[config.mk]
export PLATFORM = sky130hd
export DESIGN_NAME = fifo_wptr_full
export DESIGN_NICKNAME = d
export VERILOG_FILES = /design/src/rtl/fifo_wptr_full_pkg.sv /design/src/rtl/fifo_sync2.sv /design/src/rtl/fifo_wptr_full.sv
export SDC_FILE = /design/constraint.sdc
export NUM_CORES = 1
export LEC_CHECK = 0
export CORE_MARGIN = 4
export CORE_UTILIZATION = 49
export CTS_CLUSTER_SIZE = 40
export DETAILED_ROUTE_END_ITERATION = 8
export GPL_TIMING_DRIVEN = 0
export MAX_ROUTING_LAYER = met4
export PLACE_DENSITY = 0.79
export RECOVER_POWER = 25
export REMOVE_ABC_BUFFERS = 1
export SLEW_MARGIN = 40
export SYNTH_ARGS = -nofsm -noshare
export SYNTH_HDL_FRONTEND = slang
export SYNTH_SLANG_ARGS = --single-unit
[constraint.sdc]
create_clock -name wclk -period 3 [get_ports wclk]
set_clock_uncertainty 0.2 [all_clocks]
set_input_delay 0.6 -clock wclk [delete_from_list [all_inputs] [get_ports wclk]]
set_output_delay 0.6 -clock wclk [all_outputs]
set_load 0.005 [all_outputs]
[src/rtl/fifo_wptr_full_pkg.sv]
// Shared definitions for the async FIFO pointer logic: Gray conversions and depth.
package fifo_wptr_full_pkg;

    localparam int unsigned FIFO_ABITS = 10;
    localparam int unsigned FIFO_DEPTH = 2 ** FIFO_ABITS;

    // Binary to Gray; zero-extended inputs of any width up to 32 bits convert correctly.
    function automatic logic [31:0] bin2gray(input logic [31:0] b);
        return b ^ (b >> 1);
    endfunction

    // Gray to binary via prefix XOR; zero-extended inputs of any width up to 32 bits.
    function automatic logic [31:0] gray2bin(input logic [31:0] g);
        logic [31:0] b;
        b = g;
        b = b ^ (b >> 1);
        b = b ^ (b >> 2);
        b = b ^ (b >> 4);
        b = b ^ (b >> 8);
        b = b ^ (b >> 16);
        return b;
    endfunction

endpackage

[src/rtl/fifo_sync2.sv]
// Two-flop synchronizer for multi-bit Gray-coded pointers crossing clock domains.
module fifo_sync2 #(
    parameter int unsigned W = 11
) (
    input  logic         clk,
    input  logic         rst,
    input  logic [W-1:0] d,
    output logic [W-1:0] q
);

    logic [W-1:0] q1;

    // Two-stage capture; only the second stage is consumed downstream.
    always_ff @(posedge clk or posedge rst) begin
        if (rst) begin
            q1 <= '0;
            q  <= '0;
        end else begin
            q1 <= d;
            q  <= q1;
        end
    end

endmodule

[src/rtl/fifo_wptr_full.sv]
// Write-side pointer and full-flag controller for the asynchronous FIFO.
// Define FIFO_WPTR_ALMOST_FULL_EN to build the almost_full / w_level status logic;
// otherwise those outputs are tied to 0.
module fifo_wptr_full
    import fifo_wptr_full_pkg::*;
#(
    parameter int unsigned ABITS     = FIFO_ABITS,
    parameter int unsigned AF_THRESH = 4
) (
    input  logic             wclk,
    input  logic             rst,
    input  logic             w_en,
    input  logic [ABITS:0]   r_gray_ptr,
    output logic [ABITS-1:0] w_bin_ptr,
    output logic             w_allow,
    output logic [ABITS:0]   w_gray_ptr,
    output logic             full,
    output logic             w_ovf,
    output logic             almost_full,
    output logic [ABITS:0]   w_level
);

    localparam int unsigned PW    = ABITS + 1;
    localparam int unsigned DEPTH = 2 ** ABITS;
    // Full when the write Gray pointer equals the read Gray pointer with its top two bits flipped.
    localparam logic [PW-1:0] FULL_MASK = PW'(3) << (PW - 2);

    // Reject a threshold outside 1 .. DEPTH-1 at elaboration.
    if (AF_THRESH == 0 || AF_THRESH >= DEPTH) begin : g_bad_thresh
        $error("fifo_wptr_full: AF_THRESH out of range");
    end

    logic [PW-1:0] w_bin;
    logic [PW-1:0] rq2;
    logic [PW-1:0] w_bin_next_c;
    logic [PW-1:0] w_gray_next_c;
    logic          full_next_c;

    fifo_sync2 #(.W(PW)) u_rptr_sync (
        .clk (wclk),
        .rst (rst),
        .d   (r_gray_ptr),
        .q   (rq2)
    );

    assign w_allow   = w_en & ~full;
    assign w_bin_ptr = w_bin[ABITS-1:0];

    // Next pointer values and the full comparison against the synchronized read pointer.
    always_comb begin
        w_bin_next_c  = w_bin + PW'(w_allow);
        w_gray_next_c = PW'(bin2gray(32'(w_bin_next_c)));
        full_next_c   = (w_gray_next_c == (rq2 ^ FULL_MASK));
    end

    // Pointer and flag registers; a refused write only raises the overflow pulse.
    always_ff @(posedge wclk or posedge rst) begin
        if (rst) begin
            w_bin      <= '0;
            w_gray_ptr <= '0;
            full       <= 1'b0;
            w_ovf      <= 1'b0;
        end else begin
            w_bin      <= w_bin_next_c;
            w_gray_ptr <= w_gray_next_c;
            full       <= full_next_c;
            w_ovf      <= w_en & full;
        end
    end

`ifdef FIFO_WPTR_ALMOST_FULL_EN
    logic [PW-1:0] rbin_c;
    logic [PW-1:0] level_next_c;
    logic          af_next_c;

    // Fill level as seen from the write side, using the lagging read pointer.
    always_comb begin
        rbin_c       = PW'(gray2bin(32'(rq2)));
        level_next_c = w_bin_next_c - rbin_c;
        af_next_c    = (level_next_c >= PW'(DEPTH - AF_THRESH));
    end

    // Status registers for fill level and almost-full.
    always_ff @(posedge wclk or posedge rst) begin
        if (rst) begin
            w_level     <= '0;
            almost_full <= 1'b0;
        end else begin
            w_level     <= level_next_c;
            almost_full <= af_next_c;
        end
    end
`else
    assign w_level     = '0;
    assign almost_full = 1'b0;
`endif

endmodule

==> impl_metrics.csv, run 1 <==
group,metric,value,unit
setup_path,crit_required,3000,ps
die,die_w,73.77,um
setup_path,critPathSlowestCell,"clkdlybuf4s50_1",
place,post_dp_cell_area,2445,um2
timing,slew_headroom,-0.07105,
cells_and_area,fin_util,0.6347,
cells_and_area,final_nets,231,
timing,rsz0062_at_grt,"no",
cts,clk_pin_slew,80,ps
die,initial_core_util,0.5187,
setup_path,crit_type,"in2reg",
synthesis,yosys.area_share.xor_xnor,0.1635,
setup_path,crit_path_start_kind,"input pin",
global_route,grt_max_degree,46,
timing,hold_viol_final,0,
place,dp_hpwl,2.599,mm
drt,vias_per_cell,5.128,
synthesis,syn_area_per_cell,11.65,um2
synthesis,yosys.area_share.simple,0.1181,
synthesis,netlist_area,2120,um2
setup_path,crit_arrival,2770,ps
timing,setup-violations-final,0,
power,peakVddDrop,0.3093,mV
timing,max_freq,0.3619,GHz
drt,ant_nets,0,
synthesis,synth.distinct_cells,43,
cts,cts_root_buffer,"clkbuf_8",
synthesis,ys_seq_area_frac,0.5313,
outcome,status,"finished, violations left",
drt,first_pass_iters,4,
synthesis,synth_top_family_by_area,"XOR/XNOR gates",
drt,vias,1359,
setup_path,critPathMaxStageDelay,470,ps
cts,cts_buffer_depth,2,
timing,post-route-min-period,2763,ps
setup_path,crit_chain,"clkdlybuf4s50_1 -> nor2b_4 -> ha_4 -> nor2b_2 -> a21oi_1 -> o21ai_0 -> xnor2_1 -> nand3_1 -> nor4_2",
synthesis,ys_ff_latch,45,
outcome,violations,"capacitance limit, slew limit",
drt,drtIter0Drc,37,
place,dp.cells,255,
global_route,grt_pass1_vias,1269,
timing,whs,151.2,ps
die,die_h,73.77,um
die,die_area,5442,um2
power,p_per_area,770.9,nW/um2
hold_path,hp-class,"reg2reg",
timing,finalCritPeriodShare,0.9210,
setup_path,cp-end-kind,"register",
die,core_area,4086,um2
synthesis,synth_adder_area_share,0.01181,
cts,cts.sinks,45,
synthesis,synthMuxAreaShare,0,
cells_and_area,area_delta_synth_final,22.37,%
cells_and_area,drive_gt1_frac,0.08837,
drt,postRouteWirelength,3.700,mm
cts,insertion_delay,290,ps
timing,tightestPinTransition,1605,ps
global_route,grt_pass1_wl,6.023,mm
place,port_buffers,37,
synthesis,synth_compound_area_frac,0.09327,
synthesis,yosys_warnings,0,
cts,hold_buffers,0,
place,place_congestion,0.9439,
cells_and_area,diodes,0,
die,pin_count,50,
cells_and_area,layout_common_cells,"dfrtp_1, clkdlybuf4s50_1, xnor2_1",
setup_path,path_max_fanout,12,
cells_and_area,final_area,2594,um2
global_route,grt_antenna_before_repair,0,
power,p_leak,0.001141,uW
cells_and_area,final_common_cell,"dfrtp_1",
cts,cts_buffers,5,
drt,wl_per_cell,13.96,um
cells_and_area,stdcell_count,265,
die,rows,23,
cts,cts_tree,"yes",
timing,slew_viol_final,46,
drt,drc,0,
synthesis,synthCells,182,
cts,htreeDepth,2,
global_route,track_usage,0.1528,
job,maxCapViolCount,1,
global_route,grt-ovfl-total,0,
registers in the layout, indices dropped and copies added, names as in the netlist:
signal,count
u_rptr_sync.q1,11
u_rptr_sync.q,11
w_bin,11
w_gray_ptr,10
full,1
w_ovf,1
critical path, delay by kind of cell:
| family | cells | cell delay [ps] |
|---|---|---|
| buffers and inverters | 1 | 470 |
| adder cells (fa/ha/maj) | 1 | 250 |
| AND/OR/NAND/NOR | 4 | 790 |
| AO/OA/AOI/OAI | 2 | 470 |
| XOR/XNOR | 1 | 180 |
cell usage after synthesis, drive strengths merged:
cell type,instances,area share
xnor2,23,0.095
clkbuf,3,0.0053
o211a,1,0.0047
a21o,3,0.011
nand2,10,0.018
a31oi,1,0.0030
a21oi,7,0.017
a41oi,1,0.0077
nand4,3,0.016
a21boi,1,0.0035
dfrtp,45,0.53
xor3,1,0.011
and4,2,0.0083
buf,22,0.066
a311oi,1,0.0041
ha,2,0.012
nor4,3,0.019
o22ai,1,0.0030
conb,1,0.0018
o21ai,2,0.0047
inv,5,0.0089
nor3,3,0.0071
a32oi,1,0.0041
a22oi,1,0.0035
and3,2,0.0059
o2111ai,1,0.0041
a221oi,1,0.0041
xor2,13,0.057
nor2b,4,0.012
and2,2,0.0059
or3,2,0.0059
nor2,4,0.0071
and3b,1,0.0041
o32a,1,0.0047
nand3,4,0.0094
a22o,1,0.0041
o211ai,1,0.0035
o31ai,2,0.0071
kinds of logic (layout without fill, tap and decap cells):
family	count (synthesis)	in the layout
AO/OA/AOI/OAI	27	27
other	1	12
AND/OR/NAND/NOR	40	40
buffers and inverters	30	52
XOR/XNOR	37	37
adder cells (fa/ha/maj)	2	2
flip-flops	45	45
worst paths after layout:
| check | start | slack [ps] | depth (start not counted) | endpoint |
|---|---|---|---|---|
| hold reg to reg | u_rptr_sync.q1[1] | 150 | 0 | u_rptr_sync.q[1] |
| max in group asynchronous | rst | 630 | 2 | w_gray_ptr[9] |
| hold / removal | u_rptr_sync.q1[1] | 150 | 0 | u_rptr_sync.q[1] |
| setup / recovery | w_en | 240 | 9 | full |
| setup reg to reg | full | 610 | 8 | full |
| min in group asynchronous | rst | 1040 | 2 | u_rptr_sync.q[7] |
metal layers:
metal / part of all wire / global-route usage / up-vias
li1: - / - / 649
met1: 0.42 / 0.1977 / 653
met2: 0.49 / 0.2274 / 48
met3: 0.065 / 0.04651 / 9
met4: 0.016 / 0.05433 / 0
met5: 0 / - / -
per-stage QoR:
| stage | power (uW) | setup WS [ps] | setup TNS, ps |
|---|---|---|---|
| after floorplan | 1295 | 307.4 | 0 |
| after global routing | 2138 | 88.86 | 0 |
| after CTS | 2011 | 117.5 | 0 |
| final | 2000 | 236.9 | 0 |
| after detailed placement | 1602 | -507.9 | -1169 |
| after global placement | 1582 | -584.0 | -1140 |
what timing repair did:
item                                    CTS  global route
endpoints found under the setup margin    1             1
setup buffers                             0             3
gates resized for setup                   7             2
pin swaps                                 0             1
layout make-up:
cell class,count,area (um2)
Clock buffer,7,86.33
Fill cell,337,1493
Inverter,5,18.77
Multi-Input combinational cell,118,907.1
Sequential cell,45,1126
Tap cell,50,62.56
Timing Repair Buffer,40,392.9
power by group:
part	internal (uW)	leakage (uW)	switching (uW)
sequential	713	0.000554	144
combinational	440	0.000543	341
clock	183	0.0000443	179
(Power assumes the default switching activity.)
==> run 2: changes to the inputs <==
--- a/config.mk
+++ b/config.mk
@@ -5,6 +5,7 @@
 export SDC_FILE = /design/constraint.sdc
 export NUM_CORES = 1
 export LEC_CHECK = 0
+export CORE_ASPECT_RATIO = 1.1
 export CORE_MARGIN = 4
 export CORE_UTILIZATION = 49
 export CTS_CLUSTER_SIZE = 40
@@ -18,3 +19,4 @@
 export SYNTH_ARGS = -nofsm -noshare
 export SYNTH_HDL_FRONTEND = slang
 export SYNTH_SLANG_ARGS = --single-unit
+export TNS_END_PERCENT = 5
==> impl_metrics.csv, run 2 (same netlist as run 1, synthesis figures left out) <==
group,metric,value,unit
outcome,status,"finished, violations left",
outcome,violations,"capacitance limit, slew limit",
place,place_congestion,0.9566,
place,dp_hpwl,2.788,mm
cells_and_area,drive_gt1_frac,0.09302,
timing,setup-violations-final,0,
timing,max_freq,0.3545,GHz
global_route,grt_max_degree,46,
cells_and_area,final_nets,231,
timing,setup_ws,179.2,ps
global_route,grt_pass1_wl,6.520,mm
setup_path,cp_num_buf_inv,1,
cts,clk_pin_slew,70,ps
cells_and_area,reg_top3,"u_rptr_sync.q1 x11, u_rptr_sync.q x11, w_bin x11",
global_route,grt_pass1_vias,1366,
power,pwr-share-clk,0.178,
place,dp.cells,257,
setup_path,path_max_fanout,4,
die,initial_core_util,0.5190,
cells_and_area,layout_common_cells,"dfrtp_1, clkdlybuf4s50_1, xnor2_1",
global_route,track_usage,0.1571,
setup_path,crit_required,2990,ps
place,dpl_worst_slack,-692.4,ps
die,die_w,70.71,um
setup_path,crit_arrival,2810,ps
drt,ant_nets,0,
drt,postRouteWirelength,3.917,mm
cts,htreeDepth,2,
power,seqPwrFrac,0.426,
power,switching_power,683.6,uW
cells_and_area,final_common_cell,"dfrtp_1",
power,peakVddDrop,0.3438,mV
die,rows,24,
job,maxCapViolCount,1,
cts,cts_root_buffer,"clkbuf_8",
cells_and_area,area_delta_synth_final,22.79,%
die,pin_count,50,
drt,vias,1369,
setup_path,cp-end-kind,"register",
setup_path,crit_path_frequent_cell,"xor2_1",
cts,cts_tree,"yes",
drt,drc,0,
timing,slew_viol_final,46,
timing,slew_headroom,-0.04765,
power,p_per_area,777.6,nW/um2
die,core_area,4084,um2
cts,cts_buffer_depth,2,
setup_path,crit_chain,"clkdlybuf4s50_1 -> nor2b_4 -> ha_4 -> xor2_1 -> xor2_1 -> xor2_1 -> a311oi_2 -> nand4_1 -> nor4_2",
timing,finalCritPeriodShare,0.9403,
power,swShare,0.3378,
cts,cts.sinks,45,
power,p_int,1340,uW
power,power,2024,uW
cts,hold_buffers,0,
cts,insertion_delay,290,ps
timing,rsz0062_at_grt,"no",
drt,wl_per_cell,14.67,um
die,die_h,76.98,um
setup_path,critPathMaxStageDelay,480,ps
drt,drtIter0Drc,111,
power,p_leak,0.001142,uW
drt,vias_per_cell,5.127,
global_route,grt_antenna_before_repair,0,
cts,cts_buffers,5,
setup_path,crit_type,"in2reg",
drt,first_pass_iters,5,
timing,tightestPinTransition,1570,ps
setup_path,critPathSlowestCell,"clkdlybuf4s50_1",
global_route,grt-ovfl-total,0,
timing,hold_viol_final,0,
timing,post-route-min-period,2821,ps
power,p_comb_frac,0.396,
setup_path,crit_path_start_kind,"input pin",
cells_and_area,stdcell_count,267,
die,die_area,5443,um2
place,port_buffers,37,
setup_path,crit_family,"simple AND/OR/NAND/NOR gates",
hold_path,hp-class,"reg2reg",
cells_and_area,diodes,0,
-- run 2: cell counts in the layout (fill, tap and decap cells not counted) --
No cell type changed its count.
-- run 2: layout make-up --
class / instances / area, um2
clock buffer: 7 / 86.33
fill: 355 / 1481
inverter: 5 / 18.77
multi-input combinational: 118 / 913.4
sequential: 45 / 1126
tap: 52 / 65.06
timing repair buffer: 40 / 392.9
-- run 2: power groups by stage --
stage,combinational (uW),sequential (uW),clock [uW]
detailed placement,748,866,0
global placement,731,857,0
floorplan,450,846,0
global route,880,880,406
CTS,787,859,376
finish,801,863,360
-- run 2: through the flow --
step                setup TNS, ps  cell area (um2)  hold WS (ps)    util
floorplan                       0             2009         131.2       -
global placement            -1344             2445         131.1  0.5987
detailed placement          -1870             2447         134.7  0.5993
CTS                             0             2586         151.8  0.6333
global route                    0             2603         156.5  0.6373
finish                          0             2603         150.3  0.6373
-- run 2: routing by layer --
metal  global-route usage  part of all wire
met2               0.2514              0.52
met5                    -                 0
met4              0.05075             0.014
met1               0.1949              0.42
met3              0.04052             0.050
-- run 2: worst reg2reg max path, stage by stage, from the launching register on --
cell and delay (ps):
dfrtp_1 430, nor2b_4 210, ha_4 180, xor2_1 230, xor2_1 270, xor2_1 120
a311oi_2 290, nand4_1 180, nor4_2 250
-- run 2: repair_timing --
| action | CTS | global route |
|---|---|---|
| gates resized for setup | 6 | 4 |
| buffers inserted | 3 | 0 |
| pin swaps | 1 | 0 |
| endpoints found under the setup margin | 1 | 1 |
-- run 2: final timing paths --
path                       slack [ps]         startpoint          endpoint  depth (start not counted)
min reg2reg                       150  u_rptr_sync.q1[7]  u_rptr_sync.q[7]                          0
max                               180               w_en              full                          9
max reg2reg                       560               full              full                          8
min in group asynchronous        1030                rst  u_rptr_sync.q[6]                          2
max in group asynchronous         650                rst  u_rptr_sync.q[9]                          2
min                               150  u_rptr_sync.q1[7]  u_rptr_sync.q[7]                          0
==> run 3: changes to the inputs <==
==> constraint.sdc (replaced) <==
create_clock -name wclk -period 3.01 [get_ports wclk]
set_clock_uncertainty 0.2 [all_clocks]
set_input_delay 0.602 -clock wclk [delete_from_list [all_inputs] [get_ports wclk]]
set_output_delay 0.602 -clock wclk [all_outputs]
set_load 0.005 [all_outputs]
==> results of run 3 <==
The final DEF is identical to that of run 2. Status: finished, violations left: capacitance limit, slew limit.
Among the figures that moved: setup slack after placement -692.4 ps -> -684.4 ps; setup slack after layout 179.2 ps -> 187.2 ps; register-to-register setup slack 560 ps -> 570 ps; total power 2024 uW -> 2017 uW; worst IR drop on VDD 0.3438 mV -> 0.3427 mV
